<file path="src/rtl/draw_scheduler.sv">
// Round-robin scheduler that multiplexes per-object state codes onto the shared draw-state bus,
// with a valid/ready handshake to the drawer, a sticky start latch and a game-over mode.
module draw_scheduler #(
  parameter int unsigned NCH     = 2,
  parameter int unsigned SW      = 4,
  parameter int unsigned OVER_CH = 0,
  localparam int unsigned CW     = $clog2(NCH)
) (
  input  logic              clk,
  input  logic              resetn,
  input  logic              go_n,
  input  logic              collision,
  input  logic [NCH-1:0]    ch_req,
  input  logic [NCH*SW-1:0] ch_state,
  output logic [NCH-1:0]    ch_grant,
  output logic              draw_valid,
  input  logic              draw_ready,
  output logic [SW-1:0]     draw_state,
  output logic [CW-1:0]     draw_ch,
  output logic              started,
  output logic              game_over
);

  typedef enum logic [2:0] {
    StIdle,
    StArb,
    StIssue,
    StOverArb,
    StOverIssue
  } state_e;

  state_e          state_q, state_d;
  logic            started_q, started_d;
  logic            game_over_q, game_over_d;
  logic            draw_valid_q, draw_valid_d;
  logic [SW-1:0]   draw_state_q, draw_state_d;
  logic [CW-1:0]   draw_ch_q, draw_ch_d;
  logic [CW-1:0]   rr_ptr_q, rr_ptr_d;

  logic            handshake;
  logic            found;
  logic [CW-1:0]   pick;
  logic [SW-1:0]   pick_state;
  logic [CW-1:0]   rr_next;

  assign handshake = draw_valid_q & draw_ready;
  assign rr_next   = (draw_ch_q == CW'(NCH - 1)) ? '0 : draw_ch_q + CW'(1);

  // Two-pass priority scan: channels at or above rr_ptr first, then the wrapped-around rest.
  always_comb begin
    found = 1'b0;
    pick  = '0;
    for (int unsigned i = 0; i < NCH; i++) begin
      if (!found && ch_req[i] && (CW'(i) >= rr_ptr_q)) begin
        found = 1'b1;
        pick  = CW'(i);
      end
    end
    for (int unsigned i = 0; i < NCH; i++) begin
      if (!found && ch_req[i]) begin
        found = 1'b1;
        pick  = CW'(i);
      end
    end
  end

  always_comb begin
    pick_state = '0;
    for (int unsigned i = 0; i < NCH; i++) begin
      if (CW'(i) == pick) begin
        pick_state = ch_state[i*SW +: SW];
      end
    end
  end

  always_comb begin
    ch_grant = '0;
    if (handshake) begin
      for (int unsigned i = 0; i < NCH; i++) begin
        ch_grant[i] = (CW'(i) == draw_ch_q);
      end
    end
  end

  always_comb begin
    state_d      = state_q;
    started_d    = started_q;
    // Collision only counts once the game has started; a start-cycle collision is ignored.
    game_over_d  = game_over_q | (collision & started_q);
    draw_valid_d = draw_valid_q;
    draw_state_d = draw_state_q;
    draw_ch_d    = draw_ch_q;
    rr_ptr_d     = rr_ptr_q;

    unique case (state_q)
      StIdle: begin
        if (!go_n) begin
          started_d = 1'b1;
          state_d   = StArb;
        end
      end
      StArb: begin
        if (game_over_d) begin
          state_d = StOverArb;
        end else if (found) begin
          draw_valid_d = 1'b1;
          draw_state_d = pick_state;
          draw_ch_d    = pick;
          state_d      = StIssue;
        end
      end
      StIssue: begin
        if (handshake) begin
          draw_valid_d = 1'b0;
          rr_ptr_d     = rr_next;
          state_d      = game_over_d ? StOverArb : StArb;
        end
      end
      StOverArb: begin
        if (ch_req[OVER_CH]) begin
          draw_valid_d = 1'b1;
          draw_state_d = ch_state[OVER_CH*SW +: SW];
          draw_ch_d    = CW'(OVER_CH);
          state_d      = StOverIssue;
        end
      end
      StOverIssue: begin
        if (handshake) begin
          draw_valid_d = 1'b0;
          state_d      = StOverArb;
        end
      end
      default: state_d = StIdle;
    endcase
  end

  always_ff @(posedge clk) begin
    if (!resetn) begin
      state_q      <= StIdle;
      started_q    <= 1'b0;
      game_over_q  <= 1'b0;
      draw_valid_q <= 1'b0;
      draw_state_q <= '0;
      draw_ch_q    <= '0;
      rr_ptr_q     <= '0;
    end else begin
      state_q      <= state_d;
      started_q    <= started_d;
      game_over_q  <= game_over_d;
      draw_valid_q <= draw_valid_d;
      draw_state_q <= draw_state_d;
      draw_ch_q    <= draw_ch_d;
      rr_ptr_q     <= rr_ptr_d;
    end
  end

  assign draw_valid = draw_valid_q;
  assign draw_state = draw_state_q;
  assign draw_ch    = draw_ch_q;
  assign started    = started_q;
  assign game_over  = game_over_q;

endmodule

</file>
<file path="config.mk">
export PLATFORM = sky130hd
export DESIGN_NAME = draw_scheduler
export DESIGN_NICKNAME = d
export VERILOG_FILES = /design/src/rtl/draw_scheduler.sv
export SDC_FILE = /design/constraint.sdc
export NUM_CORES = 1
export LEC_CHECK = 0
export ABC_AREA = 1
export ABC_CLOCK_PERIOD_IN_PS = 2900
export BUFFER_PORTS_ARGS = -buffer_cell sky130_fd_sc_hd__buf_2
export CORE_UTILIZATION = 25
export DETAILED_ROUTE_END_ITERATION = 10
export PLACE_DENSITY_LB_ADDON = 0.3
export REMOVE_ABC_BUFFERS = 1
export SYNTH_ARGS = -nofsm -noshare
export SYNTH_HDL_FRONTEND = slang
export SYNTH_SLANG_ARGS = --single-unit
</file>
<file path="constraint.sdc">
create_clock -name clk -period 2.9 [get_ports clk]
set_input_delay 0.29 -clock clk [delete_from_list [all_inputs] [get_ports clk]]
set_output_delay 0.29 -clock clk [all_outputs]
set_load 0.05 [all_outputs]
</file>
Word-level counts from Yosys, hierarchy flattened
Index checks and enable logic that the tools add are counted.
- bits of input ports: 15
- register bits after elaboration: 12
- $lt $le $gt $ge: 2
- bitwise logic cells: 5
- eq/ne operators: 12
- multiplexer cells: 31
- reductions and logical operators: 17
- add/sub/neg operators: 1
- operator list (kind ; number):
    two-way mux 3 bit ; 6
    two-way mux 4 bit ; 4
    two-way mux 1 bit ; 15
    case mux 3 bit (5 select lines) ; 1
    != test 2 bit (second input constant) ; 6
    AND reduction 5 bit ; 2
    case mux 4 bit (2 select lines) ; 1
    equality test 3 x 2 -> 1 bit (second input constant) ; 2
    logical AND 1 bit ; 5
    two-way mux 2 bit ; 2
    AND reduction 2 bit ; 2
    AND reduction 4 bit ; 1
    equality test 3 x 1 -> 1 bit (second input constant) ; 1
    equality test 3 bit (second input constant) ; 1
    zero test 1 bit ; 3
    zero test 3 bit ; 1
    != test 3 bit (second input constant) ; 1
    case mux 1 bit (3 select lines) ; 1
    nonzero test 3 bit ; 1
    AND 1 bit ; 2
    greater-or-equal comparator 1 bit (first input constant) ; 2
    != test 2 x 1 -> 1 bit (second input constant) ; 1
    inverter 1 bit ; 2
    case mux 1 bit (2 select lines) ; 1
    other kinds (4) ; 4

Depth between registers and ports, before layout
Gate-level depths: netlist of the first run.
- depth in word-level cells: 17
- gate-level depth with buffers: 9
- mapped depth without buffers: 9

Worst setup path before layout of the first run
OpenSTA, ideal clock, no wires.
- kind: register -> output
- start point: reg draw_valid_q (netlist: draw_valid)
- end point: out ch_grant[0]
- slack: 1.052 ns
- stages on the path, launching flop included: 3
- buffers on the path: 0
- required time: 2.610 ns
- arrival: 1.558 ns
- path through: dfxtp_1 > nand2_1 > nor2_1
- word-level cells in the longest chain between the ends: 2
- ends and longest elaborated chain (item ; RTL line ; source):
    start, declared ; 35 ; logic draw_valid_q, draw_valid_d;
    start signal, assigned ; 150 ; draw_valid_q <= draw_valid_d;
    AND 1 bit ; 46 ; assign handshake = draw_valid_q & draw_ready;
    two-way mux 2 bit ; 78 ; if (handshake) begin
    end, declared ; 15 ; output logic [NCH-1:0] ch_grant,
No other way between the ends.

Worst setup path after layout of the first run
Same ends and word-level chain as after synthesis.

==> impl_metrics.toml, run 1 <==
[run_status]
status = "completed"

[worst_setup_path]
critPathLaunch = "draw_valid"
cp.arrival_ns = 1.18
crit_end = "ch_grant[0]"
path_max_fanout = 7
crit_type = "register to output pin"
r2r_end = "draw_state[3]"
endpoint_kind = "output pin"
worst-r2r-cell-count = 9
r2r_start = "state_q[0]"
cp-start-kind = "register"
critPathRequiredTime_ns = 2.61
reg2reg_slack_ns = 1.63

[timing]
maxSlewViolCount = 0
setup_viol = 0
finClkSkew_ns = 0.004707
rsz0062_at_grt = "false"
fmax_ghz = 0.6783
slew_headroom = 0.8184
worstMarginPinSlew_ns = 0.2720
setup-tns-final_ns = 0
holdWs_ns = 0.3267
period_share = 0.5084
hold_violations = 0
finalCriticalPeriod_ns = 1.474

[floorplanning]
core_mm2 = 0.002853
ioPinCount = 25
die_area_mm2 = 0.003361
start_util = 0.2746
rows = 19
die_y_um = 57.98
die_w_um = 57.98

[power_and_ir_drop]
internal_power_mw = 0.5024
p_seq_frac = 0.255
p_leak_nw = 0.5273
switchingPower_mw = 0.5864
irDropWorstVdd_uv = 316.4
p_clk_frac = 0.125
switching_share = 0.5386
p_comb_frac = 0.620
cellPowerDensity_mw_per_mm2 = 1119

[route]
routed_wl_um = 1886
firstDrtPassIters = 4
vias_per_cell = 4.573
drt_iter0_drc = 8
drcViolationCount = 0
vias = 846
maxUsedRoutingLayer = "met4"
routedWlPerCell_um = 10.19
met2_length_um = 950
met3_length_um = 71
met1_length_um = 851
postRouteAntennaNets = 0

[clock_tree]
postCtsSetupBuffers = 0
cts_hold_buf = 0
tritoncts = "done"
cts_buffer_depth = 2
cts.sinks = 12
htreeDepth = 1
ctsResizeCount = 0
cts.clk_slew.worst_paths_ns = 0.08
clock_latency_ns = 0.27
clockRootBuffer = "clkbuf_4"
numCtsBuffers = 3

[hold_path]
hold_class = "input port to register"

[layout]
area_growth_pct = 24.28
nets = 170
drive_gt1_frac = 0.2987
antennaDiodeCount = 0
layout_commonest_cell = "nand2_1"
most-common-layout-cells = "nand2_1, nor2_1, buf_2"

[yosys]
synth_adder_area_share = 0
synthCells = 127
synth-xor-area-share = 0
ys_seq_area_frac = 0.3067
syn_area_um2 = 783.3
ys_seq_elements = 12
synthMuxAreaShare = 0
ys_types = 19
synthSimpleGateAreaFrac = 0.5304
synth_compound_area_frac = 0.07508
avgSynthCellArea_um2 = 6.167
synth_top_family_by_area = "simple AND/OR/NAND/NOR gates"
yosysWarnings = 0

[placement]
gp_congestion = 0.8575
port_buffers = 24
hpwlAfterDp_um = 1501

[global_route]
grt_usage = 0.1259
grt_max_degree = 12
grt_pass1_vias = 795
grt_pass1_wl_um = 3236
gr-total-overflow = 0
antenna_found_initial = 0

[flow_run]
maxCapViolations = 0
[metrics by stage]
step / power [mW] / worst slack, ns / utilization / instances / area (um^2)
floorplan: 0.8258 / 1.052 / - / 126 / 778.2
global placement: 0.9489 / 1.643 / 0.3285 / 181 / 937.1
detailed placement: 0.9590 / 1.617 / 0.3285 / 181 / 937.1
CTS: 1.099 / 1.403 / 0.3412 / 185 / 973.4
global route: 1.187 / 1.277 / 0.3412 / 185 / 973.4
finish: 1.089 / 1.426 / 0.3412 / 185 / 973.4
[cell families (layout without fill, tap and decap cells)]
kind of cell / count (synthesis) / count (layout)
buffers and inverters: 18 / 45
AND/OR/NAND/NOR: 89 / 89
flip-flops: 12 / 12
AO/OA/AOI/OAI: 8 / 8
[state kept, by name, indices dropped and copies added, names as in the netlist]
| register | cells |
|---|---|
| draw_ch | 1 |
| draw_state | 4 |
| draw_valid | 1 |
| game_over | 1 |
| rr_ptr_q | 1 |
| started | 1 |
| state_q | 3 |
[metal layers]
layer  vias to the layer above  GRT usage
li1                        444          -
met1                       383     0.1341
met2                        17     0.2282
met3                         2    0.03125
met4                         0    0.06463
met5                         -          0
[worst max-delay path, cell delays in order, from the launching register on]
cell and delay [ns]:
dfxtp_1 0.35, nand2_1 0.17, nor2_1 0.12, buf_2 0.27
[synthesized netlist by cell type]
| cell type | count | area share |
|---|---|---|
| a21oi_1 | 2 | 0.013 |
| nor2_1 | 24 | 0.12 |
| nand4_1 | 2 | 0.016 |
| dfxtp_1 | 12 | 0.31 |
| nand2_2 | 4 | 0.032 |
| o21a_1 | 2 | 0.019 |
| nor2_2 | 4 | 0.032 |
| o21ai_0 | 2 | 0.013 |
| nand3_4 | 1 | 0.022 |
| o211ai_1 | 1 | 0.0096 |
| buf_2 | 1 | 0.0064 |
| inv_1 | 12 | 0.058 |
| a21oi_4 | 1 | 0.021 |
| nand2_4 | 1 | 0.014 |
| nand2_8 | 1 | 0.026 |
| nand2_1 | 41 | 0.20 |
| inv_2 | 5 | 0.024 |
| nand3_1 | 10 | 0.064 |
| nand3_2 | 1 | 0.013 |
[power by group through the flow]
stage	combinational, mW	clock, mW	sequential, mW
2_1_floorplan	0.429	0	0.397
3_3_place_gp	0.673	0	0.276
4_1_cts	0.682	0.141	0.276
5_1_grt	0.758	0.147	0.282
3_5_place_dp	0.680	0	0.279
6_report	0.675	0.136	0.277
[area by class of cell]
cell class | count | area [um^2]
inverters | 17 | 63.81
well taps | 31 | 38.79
flip-flops and latches | 12 | 240.2
multi-input cells | 97 | 474.2
clock buffers | 4 | 36.28
fillers | 333 | 1879
repair buffers | 24 | 120.1
[worst min-delay path by stage]
stage,from,cells after the start,slack [ns],to
floorplan,resetn,1,0.41,started
global placement,rr_ptr_q,2,0.46,rr_ptr_q
detailed placement,rr_ptr_q,2,0.47,rr_ptr_q
CTS,ch_state[3],5,0.32,draw_state[3]
global route,resetn,3,0.35,state_q[1]
finish,ch_state[1],5,0.33,draw_state[1]
(Power assumes the default switching activity.)
==> run 2, diff against run 1 <==
--- a/config.mk
+++ b/config.mk
@@ -5,8 +5,8 @@
 export SDC_FILE = /design/constraint.sdc
 export NUM_CORES = 1
 export LEC_CHECK = 0
-export ABC_AREA = 1
-export ABC_CLOCK_PERIOD_IN_PS = 2900
+export ABC_AREA = 0
+export ABC_CLOCK_PERIOD_IN_PS = 1400
 export BUFFER_PORTS_ARGS = -buffer_cell sky130_fd_sc_hd__buf_2
 export CORE_UTILIZATION = 25
 export DETAILED_ROUTE_END_ITERATION = 10
==> constraint.sdc (replaced) <==
create_clock -name clk -period 1.4 [get_ports clk]
set_input_delay 0.14 -clock clk [delete_from_list [all_inputs] [get_ports clk]]
set_output_delay 0.14 -clock clk [all_outputs]
set_load 0.05 [all_outputs]
==> impl_metrics.toml, run 2 <==
[layout]
nets = 132
fillCellCount = 261
final_area_mm2 = 0.001070
fin_util = 0.4241
largest_register_ffs = 4
drive_gt1_frac = 0.5739
antennaDiodeCount = 0
finalNonFillerCells = 145
most-common-layout-cells = "buf_2, buf_4, dfxtp_1"
area_growth_pct = 56.88
layout_commonest_cell = "buf_2"

[placement]
place_area_um2 = 890.9
place_ws_ns = -0.08478
port_buffers = 24
gp_congestion = 0.7755
hpwlAfterDp_um = 1168
dp_cells = 132

[global_route]
antenna_found_initial = 0
gr-total-overflow = 0
grt_usage = 0.1322
grt_pass1_vias = 647
grt_max_degree = 13
grt_pass1_wl_um = 2773

[timing]
slew_headroom = 0.8010
worstMarginPinSlew_ns = 0.2944
period_share = 1.027
setup-tns-final_ns = -0.07529
layout_setup_ws_ns = -0.03779
finClkSkew_ns = 0.008481
setup_viol = 4
hold_violations = 0
holdWs_ns = 0.1988
finalCriticalPeriod_ns = 1.438
rsz0062_at_grt = "true"
maxSlewViolCount = 0
fmax_ghz = 0.6955

[flow_run]
maxCapViolations = 0

[worst_setup_path]
path_depth = 6
worst-r2r-cell-count = 6
path_max_fanout = 5
cp.arrival_ns = 1.64
cp_slowest_cell = "dfxtp_2"
crit_type = "register to register"
cp_num_buf_inv = 1
max_stage_delay_ns = 0.34
crit_family = "simple AND/OR/NAND/NOR gates"
reg2reg_slack_ns = -0.04
cp-start-kind = "register"
crit_chain = "a21oi_4, a21oi_2, nor4bb_4, buf_4, mux2i_1, and2_1"
critPathRequiredTime_ns = 1.61
endpoint_kind = "register"

[route]
routedWlPerCell_um = 11.61
routed_wl_um = 1684
vias_per_cell = 4.759
drt_iter0_drc = 18
drcViolationCount = 0
firstDrtPassIters = 4
vias = 690
postRouteAntennaNets = 0

[yosys]
syn_area_um2 = 681.9
synth_area_leaders = "dfxtp_1, mux2i_1, o211a_1, nor2b_1, buf_4"
synth_top_cell_area_share = 0.3523
synth.top_cells.by_count = "dfxtp_1, mux2i_1, nand2_1"
synthCells = 72
yosysWarnings = 0
async_flop_share = 0
synth_enable_flop_cells = 0
ys_seq_elements = 12
ys_seq_area_frac = 0.3523
avgSynthCellArea_um2 = 9.471
yosys_most_used_dff = "dfxtp_1"
yosysMostFrequentCell = "dfxtp_1"
ys_types = 35
yosys.area.top_type = "dfxtp_1"

[clock_tree]
clockRootBuffer = "clkbuf_4"
cts.sinks = 12
tritoncts = "done"
numCtsBuffers = 3
cts.clk_slew.worst_paths_ns = 0.08
htreeDepth = 1
clock_latency_ns = 0.26
cts_buffer_depth = 2

[floorplanning]
die_w_um = 54.23
die_area_mm2 = 0.002940
core_mm2 = 0.002522
start_util = 0.2703
die_y_um = 54.23
rows = 18
ioPinCount = 25

[run_status]
violations = "setup timing"
status = "finished with violations"

[power_and_ir_drop]
p_leak_nw = 0.5330
power_mw = 2.041
irDropWorstVdd_uv = 842.3
cellPowerDensity_mw_per_mm2 = 1908

[hold_path]
hold_depth = 2
hold_class = "input port to register"
[run 2: changes by cell type after synthesis, sizes merged, moves of 3 or more]
cell    previous run  this run
nand3             12         1
nand3b             0         3
mux2i              0         5
nand2             47         5
o211a              0         4
inv               17         1
nor2              28         5
nor2b              0         4
buf                1         4
a21oi              3         6
[run 2: power breakdown]
part	internal, mW	switching, mW	total (mW)
clock	0.0991	0.110	0.209
sequential	0.461	0.0957	0.557
combinational	0.607	0.669	1.28
total	1.17	0.874	2.04
[run 2: cell type report]
cell class / count / area (um^2) / share of cell area
Timing Repair Buffer: 45 / 285.3 / 0.2667
Inverter: 1 / 3.754 / 0.003509
Multi-Input combinational cell: 54 / 467.9 / 0.4374
Sequential cell: 12 / 252.7 / 0.2363
Clock buffer: 3 / 22.52 / 0.02105
Tap cell: 30 / 37.54 / 0.03509
[run 2: kinds of logic after synthesis]
kind of cell,Yosys count,share of synthesized area
AOI/OAI and AO/OA,19,0.2367
buffers and inverters,6,0.05136
and+or+nand+nor,28,0.2606
xor gates and xnor gates,2,0.02569
muxes,5,0.07340
DFF,12,0.3523
[run 2: worst paths after layout]
check,start,to
hold reg to reg,draw_state[1],draw_state[1]
setup reg to reg,started,draw_ch
hold / removal,resetn,started
setup / recovery,started,draw_ch
[run 2: what timing repair did]
| action | CTS | global route |
|---|---|---|
| gates resized for setup | 8 | 15 |
| endpoints found under the setup margin | 8 | 9 |
| hold buffers | 0 | 0 |
| cloned | 1 | 0 |
| setup buffers | 1 | 8 |
| pin swaps | 1 | 6 |
[run 2: worst reg2reg max path: stages, from the launching register on]
cell and delay [ns]:
dfxtp_2 0.34, a21oi_4 0.18, a21oi_2 0.10, nor4bb_4 0.29
buf_4 0.19, mux2i_1 0.17, and2_1 0.13
[run 2: routing by layer]
layer,vias up,global-route usage,part of all wire
met1,319,0.1722,0.49
met3,0,0.03611,0.046
met4,0,0.03846,0
met2,19,0.2114,0.46
li1,352,-,-
met5,-,0,0
==> run 3, diff against run 2 <==
--- a/config.mk
+++ b/config.mk
@@ -10,7 +10,7 @@
 export BUFFER_PORTS_ARGS = -buffer_cell sky130_fd_sc_hd__buf_2
 export CORE_UTILIZATION = 25
 export DETAILED_ROUTE_END_ITERATION = 10
-export PLACE_DENSITY_LB_ADDON = 0.3
+export PLACE_DENSITY_LB_ADDON = 0.08
 export REMOVE_ABC_BUFFERS = 1
 export SYNTH_ARGS = -nofsm -noshare
 export SYNTH_HDL_FRONTEND = slang
==> constraint.sdc (replaced) <==
create_clock -name clk -period 1.4 [get_ports clk]
set_input_delay 0.07 -clock clk [delete_from_list [all_inputs] [get_ports clk]]
set_output_delay 0.07 -clock clk [all_outputs]
set_load 0.05 [all_outputs]
==> impl_metrics.toml, run 3 (synthesized netlist as in run 2, its figures left out) <==
[run_status]
status = "finished with violations"
violations = "setup timing"

[placement]
hpwlAfterDp_um = 1293
place_area_um2 = 905.9
gp_congestion = 0.8007
port_buffers = 24

[timing]
finalCriticalPeriod_ns = 1.455
rsz0062_at_grt = "true"
period_share = 1.039
worstMarginPinSlew_ns = 0.2869
holdWs_ns = 0.1076
setup_viol = 7
maxSlewViolCount = 0
fmax_ghz = 0.6873
setup-tns-final_ns = -0.2025
slew_headroom = 0.8060
finClkSkew_ns = 0.0009516
layout_setup_ws_ns = -0.05502
hold_violations = 0

[floorplanning]
rows = 18
die_w_um = 54.23
core_mm2 = 0.002522
ioPinCount = 25
start_util = 0.2703
die_y_um = 54.23
die_area_mm2 = 0.002940

[worst_setup_path]
r2r_end = "draw_state[2]"
critPathRequiredTime_ns = 1.58
path_max_fanout = 7
cp.arrival_ns = 1.64
reg2reg_slack_ns = -0.06
cp-start-kind = "register"
worst-r2r-cell-count = 6
r2r_start = "state_q[2]"
endpoint_kind = "register"
crit_type = "register to register"

[layout]
regArea_um2 = 252.7
final_area_mm2 = 0.001064
most-common-layout-cells = "buf_2, buf_4, dfxtp_1"
largest_register_ffs = 4
layout_commonest_cell = "buf_2"
multi_input_area_um2 = 457.9
antennaDiodeCount = 0
nets = 129
drive_gt1_frac = 0.5664
fillCellCount = 262
area_growth_pct = 55.96

[route]
firstDrtPassIters = 4
drt_iter0_drc = 10
drcViolationCount = 0
vias = 698
vias_per_cell = 4.881
postRouteAntennaNets = 0
routed_wl_um = 1788
routedWlPerCell_um = 12.50

[hold_path]
hp-start = "go_n"
hold_depth = 3
hold_class = "input port to register"
worst_hold_path.endpoint = "started"

[global_route]
antenna_found_initial = 0
grt_max_degree = 13
grt_usage = 0.1460
gr-total-overflow = 0
grt_pass1_wl_um = 2939
grt_pass1_vias = 653

[clock_tree]
tritoncts = "done"
numCtsBuffers = 3
clock_latency_ns = 0.28
cts.sinks = 12
cts_hold_buf = 0
clockRootBuffer = "clkbuf_4"
htreeDepth = 1
cts_buffer_depth = 2
cts.clk_slew.worst_paths_ns = 0.08

[power_and_ir_drop]
irDropWorstVdd_uv = 864.6
cellPowerDensity_mw_per_mm2 = 2023
p_leak_nw = 0.5267

[flow_run]
maxCapViolations = 0
## run 3: cell count changes in the layout (fill, tap and decap cells not counted), sizes merged
cell / previous run / this run
buf: 45 / 42
clkbuf: 3 / 4
## run 3: how the worst max path moves through the flow
| stage | end | from | slack [ns] | depth (start not counted) |
|---|---|---|---|---|
| after floorplan | draw_ch | draw_valid | -0.88 | 5 |
| after global placement | draw_ch | state_q[0] | -0.13 | 5 |
| after detailed placement | draw_state[2] | state_q[0] | -0.12 | 6 |
| after CTS | draw_ch | state_q[0] | -0.03 | 6 |
| after global routing | draw_ch | started | -0.14 | 6 |
| final | draw_state[2] | state_q[2] | -0.06 | 6 |
## run 3: worst max-delay path: stages, from the launching register on
cell      delay (ns)
dfxtp_4         0.38
buf_6           0.12
nand3b_1        0.25
nand3_4         0.19
mux2i_1         0.24
nand2_2         0.06
o211a_1         0.12
## run 3: power by group
part,switching (mW),internal [mW]
Sequential,0.117,0.461
Combinational,0.658,0.625
Clock,0.133,0.158
## run 3: cell type report
cell class / instances / area share
clock buffer: 4 / 0.03412
tap: 30 / 0.03529
timing repair buffer: 42 / 0.2588
sequential: 12 / 0.2376
multi-input combinational: 54 / 0.4306
inverter: 1 / 0.003529
## run 3: repair_timing
action	in CTS	in global routing
cloned	1	0
gates resized for setup	14	8
buffers inserted	3	2
endpoints found under the setup margin	9	8
pin swaps	2	2
## run 3: metal layers
metal | global-route usage | routed length [um] | up-vias
met3 | 0.06389 | 134 | 2
met2 | 0.2480 | 887 | 33
met4 | 0.05556 | 15 | 0
li1 | - | - | 345
met1 | 0.1586 | 751 | 318
met5 | 0 | 0 | -
## run 3: through the flow
step                std cells  power, mW    util  setup slack, ns
global placement          134      1.619  0.3591          -0.1265
floorplan                  67      1.219       -          -0.8794
finish                    143      2.152  0.4216         -0.05502
CTS                       142      2.047  0.4018         -0.03260
detailed placement        134      1.623  0.3591          -0.1167
global route              143      2.292  0.4216          -0.1403
